--- src/rtl/fetch_controller_if.sv ---
// Fetch-side bundle: AR/R read channel toward instruction memory plus the decode handoff.
// A transfer completes on the rising clock edge where valid and ready are both high. Once raised,
// valid and its payload stay unchanged until that edge. Ready may toggle freely.
interface fetch_controller_if #(
  parameter int ADDR_W = 32
);
  logic              arvalid_o;
  logic              arready_i;
  logic [ADDR_W-1:0] araddr_o;
  logic              rvalid_i;
  logic              rready_o;
  logic [31:0]       rdata_i;
  logic [1:0]        rresp_i;
  logic              valid_post_o;
  logic              ready_post_i;
  logic [31:0]       inst_o;
  logic [ADDR_W-1:0] pc_o;
  logic              branch_valid_i;
  logic              branch_taken_i;
  logic [ADDR_W-1:0] branch_target_i;

  modport master (
    output arvalid_o, araddr_o, rready_o, valid_post_o, inst_o, pc_o,
    input  arready_i, rvalid_i, rdata_i, rresp_i, ready_post_i,
           branch_valid_i, branch_taken_i, branch_target_i
  );

  modport slave (
    input  arvalid_o, araddr_o, rready_o, valid_post_o, inst_o, pc_o,
    output arready_i, rvalid_i, rdata_i, rresp_i, ready_post_i,
           branch_valid_i, branch_taken_i, branch_target_i
  );
endinterface

--- src/rtl/fetch_controller.sv ---
// Single-outstanding instruction fetch: read one word, hand it to decode, then wait for
// decode to resolve the next PC before issuing the next read.
module fetch_controller #(
  parameter logic [31:0] RESET_PC = 32'h8000_0000,
  parameter int          ADDR_W   = 32
) (
  input  logic                clock,
  input  logic                reset,
  fetch_controller_if.master  bus,
  output logic                fault_o,
  output logic [31:0]         inst_cnt_o,
  output logic [2:0]          dbg_state
);

  typedef enum logic [2:0] {
    S_ADDR        = 3'd0,
    S_DATA        = 3'd1,
    S_WAIT_READY  = 3'd2,
    S_WAIT_BRANCH = 3'd3,
    S_FAULT       = 3'd4
  } state_t;

  state_t            state_q;
  logic              run_q;
  logic [ADDR_W-1:0] pc_q;
  logic [ADDR_W-1:0] next_pc;
  logic [31:0]       inst_q;
  logic [31:0]       inst_cnt_q;
  logic              fault_q;

  always_comb begin
    next_pc = bus.branch_taken_i ? bus.branch_target_i : pc_q + ADDR_W'(4);
  end

  // run_q keeps arvalid low during and on the first cycle after reset, so every
  // handshake output is low while reset is held without gating outputs on the reset pin.
  always_ff @(posedge clock or negedge reset) begin
    if (!reset) begin
      state_q    <= S_ADDR;
      run_q      <= 1'b0;
      pc_q       <= RESET_PC[ADDR_W-1:0];
      inst_q     <= '0;
      inst_cnt_q <= '0;
      fault_q    <= 1'b0;
    end else begin
      run_q <= 1'b1;
      case (state_q)
        S_ADDR: begin
          if (run_q && bus.arready_i) state_q <= S_DATA;
        end
        S_DATA: begin
          if (bus.rvalid_i) begin
            if (bus.rresp_i == 2'b00) begin
              inst_q  <= bus.rdata_i;
              state_q <= S_WAIT_READY;
            end else begin
              fault_q <= 1'b1;
              state_q <= S_FAULT;
            end
          end
        end
        S_WAIT_READY: begin
          if (bus.ready_post_i) begin
            inst_cnt_q <= inst_cnt_q + 32'd1;
            state_q    <= S_WAIT_BRANCH;
          end
        end
        S_WAIT_BRANCH: begin
          // A misaligned next PC is never issued; pc keeps the faulting instruction's address.
          if (bus.branch_valid_i) begin
            if (next_pc[1:0] != 2'b00) begin
              fault_q <= 1'b1;
              state_q <= S_FAULT;
            end else begin
              pc_q    <= next_pc;
              state_q <= S_ADDR;
            end
          end
        end
        default: state_q <= S_FAULT;
      endcase
    end
  end

  assign bus.arvalid_o    = run_q && (state_q == S_ADDR);
  assign bus.araddr_o     = pc_q;
  assign bus.rready_o     = (state_q == S_DATA);
  assign bus.valid_post_o = (state_q == S_WAIT_READY);
  assign bus.inst_o       = inst_q;
  assign bus.pc_o         = pc_q;
  assign fault_o          = fault_q;
  assign inst_cnt_o       = inst_cnt_q;
  assign dbg_state        = state_q;

endmodule
--- src/flat_wrapper.sv ---
// flat-port wrapper written by rule: the top's interface ports become plain ports
module fetch_controller_flat 
#(
  parameter logic [31:0] RESET_PC = 32'h8000_0000,
  parameter int          ADDR_W   = 32
)
  (clock, reset, fault_o, inst_cnt_o, dbg_state, bus_arvalid_o, bus_araddr_o, bus_rready_o, bus_valid_post_o, bus_inst_o, bus_pc_o, bus_arready_i, bus_rvalid_i, bus_rdata_i, bus_rresp_i, bus_ready_post_i, bus_branch_valid_i, bus_branch_taken_i, bus_branch_target_i);
  fetch_controller_if #(.ADDR_W(ADDR_W)) bus_i ();
  input  logic clock;
  input  logic reset;
  output logic fault_o;
  output logic [31:0] inst_cnt_o;
  output logic [2:0] dbg_state;
  output wire logic [$bits(bus_i.arvalid_o)-1:0] bus_arvalid_o;
  output wire logic [$bits(bus_i.araddr_o)-1:0] bus_araddr_o;
  output wire logic [$bits(bus_i.rready_o)-1:0] bus_rready_o;
  output wire logic [$bits(bus_i.valid_post_o)-1:0] bus_valid_post_o;
  output wire logic [$bits(bus_i.inst_o)-1:0] bus_inst_o;
  output wire logic [$bits(bus_i.pc_o)-1:0] bus_pc_o;
  input wire logic [$bits(bus_i.arready_i)-1:0] bus_arready_i;
  input wire logic [$bits(bus_i.rvalid_i)-1:0] bus_rvalid_i;
  input wire logic [$bits(bus_i.rdata_i)-1:0] bus_rdata_i;
  input wire logic [$bits(bus_i.rresp_i)-1:0] bus_rresp_i;
  input wire logic [$bits(bus_i.ready_post_i)-1:0] bus_ready_post_i;
  input wire logic [$bits(bus_i.branch_valid_i)-1:0] bus_branch_valid_i;
  input wire logic [$bits(bus_i.branch_taken_i)-1:0] bus_branch_taken_i;
  input wire logic [$bits(bus_i.branch_target_i)-1:0] bus_branch_target_i;
  assign bus_arvalid_o = bus_i.arvalid_o;
  assign bus_araddr_o = bus_i.araddr_o;
  assign bus_rready_o = bus_i.rready_o;
  assign bus_valid_post_o = bus_i.valid_post_o;
  assign bus_inst_o = bus_i.inst_o;
  assign bus_pc_o = bus_i.pc_o;
  assign bus_i.arready_i = bus_arready_i;
  assign bus_i.rvalid_i = bus_rvalid_i;
  assign bus_i.rdata_i = bus_rdata_i;
  assign bus_i.rresp_i = bus_rresp_i;
  assign bus_i.ready_post_i = bus_ready_post_i;
  assign bus_i.branch_valid_i = bus_branch_valid_i;
  assign bus_i.branch_taken_i = bus_branch_taken_i;
  assign bus_i.branch_target_i = bus_branch_target_i;
  fetch_controller #(.RESET_PC(RESET_PC), .ADDR_W(ADDR_W)) u_core (.clock(clock), .reset(reset), .bus(bus_i), .fault_o(fault_o), .inst_cnt_o(inst_cnt_o), .dbg_state(dbg_state));
endmodule
--- config.mk ---
export PLATFORM = sky130hd
export DESIGN_NAME = fetch_controller_flat
export DESIGN_NICKNAME = d
export VERILOG_FILES = /design/src/rtl/fetch_controller_if.sv /design/src/rtl/fetch_controller.sv /design/src/flat_wrapper.sv
export SDC_FILE = /design/constraint.sdc
export NUM_CORES = 1
export LEC_CHECK = 0
export ABC_CLOCK_PERIOD_IN_PS = 2850
export CAP_MARGIN = 15
export CORE_MARGIN = 4
export CORE_UTILIZATION = 44
export CTS_CLUSTER_DIAMETER = 150
export DETAILED_ROUTE_END_ITERATION = 6
export PLACE_DENSITY_LB_ADDON = 0.15
export SYNTH_ARGS = -nofsm -noshare
export SYNTH_HDL_FRONTEND = slang
export SYNTH_SLANG_ARGS = --single-unit
export TNS_END_PERCENT = 1
--- constraint.sdc ---
create_clock -name clock -period 2.85 [get_ports clock]
set_input_delay 0.4275 -clock clock [delete_from_list [all_inputs] [get_ports clock]]
set_output_delay 0.4275 -clock clock [all_outputs]
set_load 0.05 [all_outputs]
==> reports/metrics.csv, run 1 <==
metric;value;unit
number of clock sinks;101;
Worst VDD drop;0.513;mV
Initial Util;44.9;%
Worst Path Buf+Inv;1;
max-cap viol count;0;
Placed Area;7140;µm²
Routed WL per cell;17.2;µm
Crit path largest cell delay;0.88;ns
CP Class;flop to output port;
Yosys top cell area share;49.0;%
Post-synth ARST share;100;%
num rows;39;
RSZ-0062 raised after global routing;false;
post-cts sizing count;0;
H-tree levels;3;
Clock transition at path regs;0.07;ns
Post-Synthesis Cell Area;5110;µm²
core box area;11400;µm²
Synth Instances;505;
Clk pwr share;25.2;%
ranking of synthesized cells by area;dfrtp_1, mux2_2, buf_4;
port bufs;207;
Reg power frac;38.1;%
status;completed;
Final Wtd Congestion;0.812;
most frequent cells after synthesis;dfrtp_1, nand2_1, a21oi_1;
Iteration-0 DRC Markers;238;
startpoint types;flop;
Non-Filler Instances;826;
die width;116;µm
Remaining DRCs;0;
largest net degree at the start of global routing;61;
crit path capture type;output port;
YS warnings;0;
CP required;2.42;ns
Tot Pwr;4.70;mW
HP Class;primary input to async pin;
switching pwr;1.76;mW
die area;13400;µm²
pwr dens;634;nW/µm²
maximum operating frequency;0.385;GHz
number of global-route vias before repair;4515;
final setup vio count;0;
Area Growth Syn to Fin;45.3;%
dpl hpwl;10600;µm
Tcrit/Tclk final;91.1;%
total CTS buffers;9;
Avg Cell Area, Syn;10.1;µm²
CTS Hold Bufs;0;
Fin Clk Skew;0.00447;ns
Via density;5.44;
initial antenna violation count;0;
fin. max-slew vios;0;
ys flop type;dfrtp_1;
design area;7430;µm²
TritonCTS clock tree;built;
first-pass GRT wire length;22400;µm
Skew-Pair Late Insertion Delay;0.34;ns
Static Leakage;3.08;nW
CTS max path bufs;2;
crit-path max FO;12;
cell breakdown of the critical path;nor4b_1, clkdlybuf4s50_1;
Total GRT Usage;21.2;%
ratio of cells with drive above 1 in the final layout;10.2;%
net count after synthesis;580;
CP max stage cell;clkdlybuf4s50_1;
Post-synth EDFFs;0;
WL final;14200;µm
Setup Fix Bufs, Post-CTS;0;
synth unique cells;57;
CP delay by family, top;buffers and inverters;
area leader, netlist;dfrtp_1;
Switching Fraction;37.4;%
P_int;2.95;mW
sequential area share after synthesis;49.5;%
min cycle time layout;2.60;ns
#FFs+latches synth;101;
DR pass1 iterations;5;
Comb power frac;36.7;%
Worst Path Arrival;2.17;ns
layout net count;754;
most frequent cell after synthesis;dfrtp_1;
buffer cell driving the clock tree root;clkbuf_16;
Slew @ Worst Pin;0.561;ns
Hold Fails Final Rpt;0;
Cell Count Post-Placement;811;
ant diodes;0;
relative slew slack;62.6;%
Vias;4491;
total grt overflow;0;
Die Y;116;µm
DRT antenna net count;0;
Top Ports;208;
==> metal layers <==
metal | wire, µm | GRT usage [%]
met5 | 0 | 0
met4 | 216 | 6.50
met3 | 915 | 4.54
met2 | 7150 | 35.7
met1 | 5950 | 27.4
==> final cells by class <==
cell class,instances,area (µm²)
fillers,907,3940
flip-flops and latches,101,2530
multi-input cells,341,2230
repair buffers,217,2170
clock buffers,12,267
well taps,143,179
inverters,9,33.8
clock inverters,3,20.0
==> stage by stage <==
step	hold slack, ns	util, %	worst slack (ns)	setup TNS (ns)
after floorplan	0.132	-	-0.0365	-0.0365
after global placement	0.443	62.8	0.437	0
after detailed placement	0.454	62.8	0.340	0
after CTS	0.0858	65.3	0.158	0
after global routing	0.112	65.3	0.0991	0
final	0.0733	65.3	0.254	0
==> power groups by stage <==
stage          Combinational, mW  Sequential, mW  Clock (mW)
4_1_cts                     1.75            1.79        1.21
3_5_place_dp                1.74            1.82           0
2_1_floorplan              0.313            2.56           0
6_report                    1.73            1.79        1.18
5_1_grt                     1.79            1.82        1.26
3_3_place_gp                1.73            1.80           0
==> path summary, 6_finish.rpt <==
check,from,to,slack (ns),cells after the start
hold / removal,reset,u_core.bus.inst_o[3]$_DFFE_PN0P_,0.07,1
min in group clock,u_core.fault_o$_DFFE_PN0P_,u_core.fault_o$_DFFE_PN0P_,0.47,1
max in group asynchronous,reset,u_core.bus.araddr_o[31]$_DFFE_PN1P_,2.01,2
hold reg to reg,u_core.fault_o$_DFFE_PN0P_,u_core.fault_o$_DFFE_PN0P_,0.47,1
setup reg to reg,u_core.inst_cnt_o[4]$_DFFE_PN0P_,u_core.inst_cnt_o[31]$_DFFE_PN0P_,0.68,5
setup / recovery,u_core.dbg_state[0]$_DFFE_PN0P_,bus_arvalid_o,0.25,2
==> logic make-up after synthesis <==
family                   after synthesis  synth area share [%]
XOR/XNOR                              31                  5.31
multiplexers                          36                  7.86
adder cells (fa/ha/maj)                2                 0.490
flip-flops                           101                  49.5
AO/OA/AOI/OAI                        101                  11.7
buffers and inverters                 63                  7.17
other                                  1                0.0734
AND/OR/NAND/NOR                      170                  17.9
==> placed cells by master (no fill, tap or decap), types with 15 or more instances in the layout <==
cell type	count
nand3_1	22
nand4_1	16
xor2_1	15
clkdlybuf4s50_1	205
dfrtp_1	100
xnor2_1	16
nand2_1	41
mux2_2	33
o21ai_0	27
nor3_1	16
nor2_1	28
a21oi_1	37
==> sequential cells by signal (all words and copies together) (netlist names) <==
register and cells:
u_core.bus.araddr_o 32, u_core.fault_o 1, u_core.inst_cnt_o 32, u_core.bus.inst_o 32, u_core.run_q 1, u_core.dbg_state 3
Power figures use the tool's default switching activity.
==> run 2, diff against run 1 <==
Settings changed: CELL_PAD_IN_SITES_DETAIL_PLACEMENT set to 1, CELL_PAD_IN_SITES_GLOBAL_PLACEMENT set to 1, CORE_UTILIZATION 44 to 32.
==> run 2 against run 1 <==
Design area up 0.74%. Hold slack better by 0.18 ns. Cell count up 8.4%. Clock power about the same. Clock skew up 0.0014 ns. Utilization down 17 points. Critical path depth up 1. Combinational power about the same. Largest cell class unchanged.
==> reports/metrics.csv, run 2 (synthesis gave the netlist of run 1 again) <==
metric;value;unit;change
status;completed;;
switching pwr;1.79;mW;+1.6%
relative slew slack;32.8;%;-30 points
dpl hpwl;12700;µm;+19%
Cell Count Post-Placement;879;;+8.4%
buffer cell driving the clock tree root;clkbuf_16;;
crit path capture type;output port;;
number of global-route vias before repair;5026;;+11%
TNS Setup;0;ns;unchanged
ratio of cells with drive above 1 in the final layout;9.94;%;-0.31 points
fin. max-slew vios;0;;unchanged
leading cell type in the layout, fill and taps excluded;clkdlybuf4s50_1;;
die width;134;µm;+16%
die area;18100;µm²;+35%
Worst VDD drop;0.302;mV;-41%
Skew-Pair Late Insertion Delay;0.34;ns;about the same
Tot Pwr;4.69;mW;-0.25%
max-cap viol count;0;;unchanged
Top Ports;208;;unchanged
Slew @ Worst Pin;1.01;ns;+0.447 ns
TritonCTS clock tree;built;;
first-pass GRT wire length;27300;µm;+22%
pwr dens;627;nW/µm²;-0.98%
ant diodes;0;;unchanged
Static Leakage;3.06;nW;-0.92%
Switching Fraction;38.1;%;+0.67 points
Vias;4561;;+1.6%
maximum operating frequency;0.373;GHz;-3.1%
CP max stage cell;clkdlybuf4s50_1;;
Initial Util;33.1;%;-12 points
Die Y;134;µm;+16%
CP Class;flop to output port;;
Worst Path Buf+Inv;1;;unchanged
initial antenna violation count;0;;unchanged
Final Wtd Congestion;0.825;;+1.5%
DR pass1 iterations;4;;-1
Comb power frac;36.8;%;about the same
final setup vio count;0;;unchanged
pre-CTS setup slack;0.306;ns;-0.0339 ns
Non-Filler Instances;895;;+8.4%
worst r2r path cells;5;;unchanged
CTS Hold Bufs;0;;unchanged
Clk pwr share;24.9;%;-0.3 points
core box area;15400;µm²;+36%
commonest non-fill, non-tap cells in the layout;clkdlybuf4s50_1, dfrtp_1, nand2_1;;
num rows;45;;+15%
CP delay by family, top;buffers and inverters;;
Fin Clk Skew;0.00592;ns;+0.00145 ns
crit-path max FO;10;;-2
port bufs;207;;unchanged
WL final;16800;µm;+18%
Via density;5.10;;-6.3%
CTS max path bufs;2;;unchanged
DRT antenna net count;0;;unchanged
Setup Fix Bufs, Post-CTS;0;;unchanged
number of clock sinks;101;;unchanged
post-cts sizing count;0;;unchanged
Worst Path Arrival;2.25;ns;+0.08 ns
Tcrit/Tclk final;94.0;%;+2.9 points
CP required;2.42;ns;about the same
HP Class;primary input to async pin;;
Area Growth Syn to Fin;46.4;%;
startpoint types;flop;;
Worst path depth;3;;+1
Total GRT Usage;18.7;%;-2.5 points
min cycle time layout;2.68;ns;+0.0820 ns
layout net count;754;;unchanged
Crit path largest cell delay;0.85;ns;-0.03 ns
P_int;2.91;mW;-1.3%
Iteration-0 DRC Markers;183;;-23%
Routed WL per cell;18.8;µm;+9.0%
Most common cell on crit path;nor2b_1;;
Remaining DRCs;0;;unchanged
Reg power frac;38.3;%;+0.2 points
total grt overflow;0;;unchanged
RSZ-0062 raised after global routing;false;;
Fill cells;1732;;+91%
Hold Fails Final Rpt;0;;unchanged
cell breakdown of the critical path;nor2b_1, nor2b_1, clkdlybuf4s50_1;;
Clock transition at path regs;0.07;ns;about the same
final setup margin;0.172;ns;-0.0820 ns
total CTS buffers;9;;unchanged
largest net degree at the start of global routing;75;;+23%
H-tree levels;3;;unchanged
[run 2: worst reg2reg max path, cell delays in order, from the launching register on]
cell     delay [ns]
dfrtp_1        0.47
nand4_1        0.19
nor4_2         0.52
nand4_1        0.43
nor3_1         0.33
xor2_1         0.19
[run 2: worst paths after layout]
kind                                              startpoint                                 to  slack, ns
hold / removal                                         reset  u_core.inst_cnt_o[14]$_DFFE_PN0P_       0.25
hold reg to reg            u_core.inst_cnt_o[31]$_DFFE_PN0P_  u_core.inst_cnt_o[31]$_DFFE_PN0P_       0.48
min in group clock         u_core.inst_cnt_o[31]$_DFFE_PN0P_  u_core.inst_cnt_o[31]$_DFFE_PN0P_       0.48
setup / recovery             u_core.dbg_state[1]$_DFFE_PN0P_                   bus_valid_post_o       0.17
max in group asynchronous                              reset  u_core.inst_cnt_o[31]$_DFFE_PN0P_       1.88
setup reg to reg            u_core.inst_cnt_o[4]$_DFFE_PN0P_  u_core.inst_cnt_o[31]$_DFFE_PN0P_       0.64
[run 2: routing by layer]
layer  global-route usage (%)  part of all wire [%]
met4                     6.45                   1.8
met2                     31.6                    50
met3                     3.75                   4.8
met5                        0                     0
met1                     23.8                    44
[run 2: power by group through the flow]
| stage | combinational (mW) | sequential, mW | clock, mW |
|---|---|---|---|
| 2_1_floorplan | 0.313 | 2.56 | 0 |
| 3_3_place_gp | 1.73 | 1.81 | 0 |
| 3_5_place_dp | 1.75 | 1.83 | 0 |
| 4_1_cts | 1.75 | 1.80 | 1.19 |
| 5_1_grt | 1.80 | 1.83 | 1.26 |
| 6_report | 1.73 | 1.80 | 1.17 |
[run 2: area by class of cell]
| class | count | area (µm²) | share of cell area (%) |
|---|---|---|---|
| inverters | 9 | 33.8 | 0.452 |
| flip-flops and latches | 101 | 2530 | 33.8 |
| multi-input cells | 341 | 2230 | 29.8 |
| clock inverters | 3 | 21.3 | 0.284 |
| repair buffers | 217 | 2160 | 28.8 |
| clock buffers | 13 | 250 | 3.35 |
| well taps | 211 | 264 | 3.53 |
[run 2: stage by stage]
stage / hold WS, ns / area (µm²) / util (%)
floorplan: 0.132 / 5110 / -
global placement: 0.455 / 7210 / 46.7
detailed placement: 0.473 / 7210 / 46.7
CTS: 0.293 / 7480 / 48.5
global route: 0.331 / 7480 / 48.5
finish: 0.249 / 7480 / 48.5
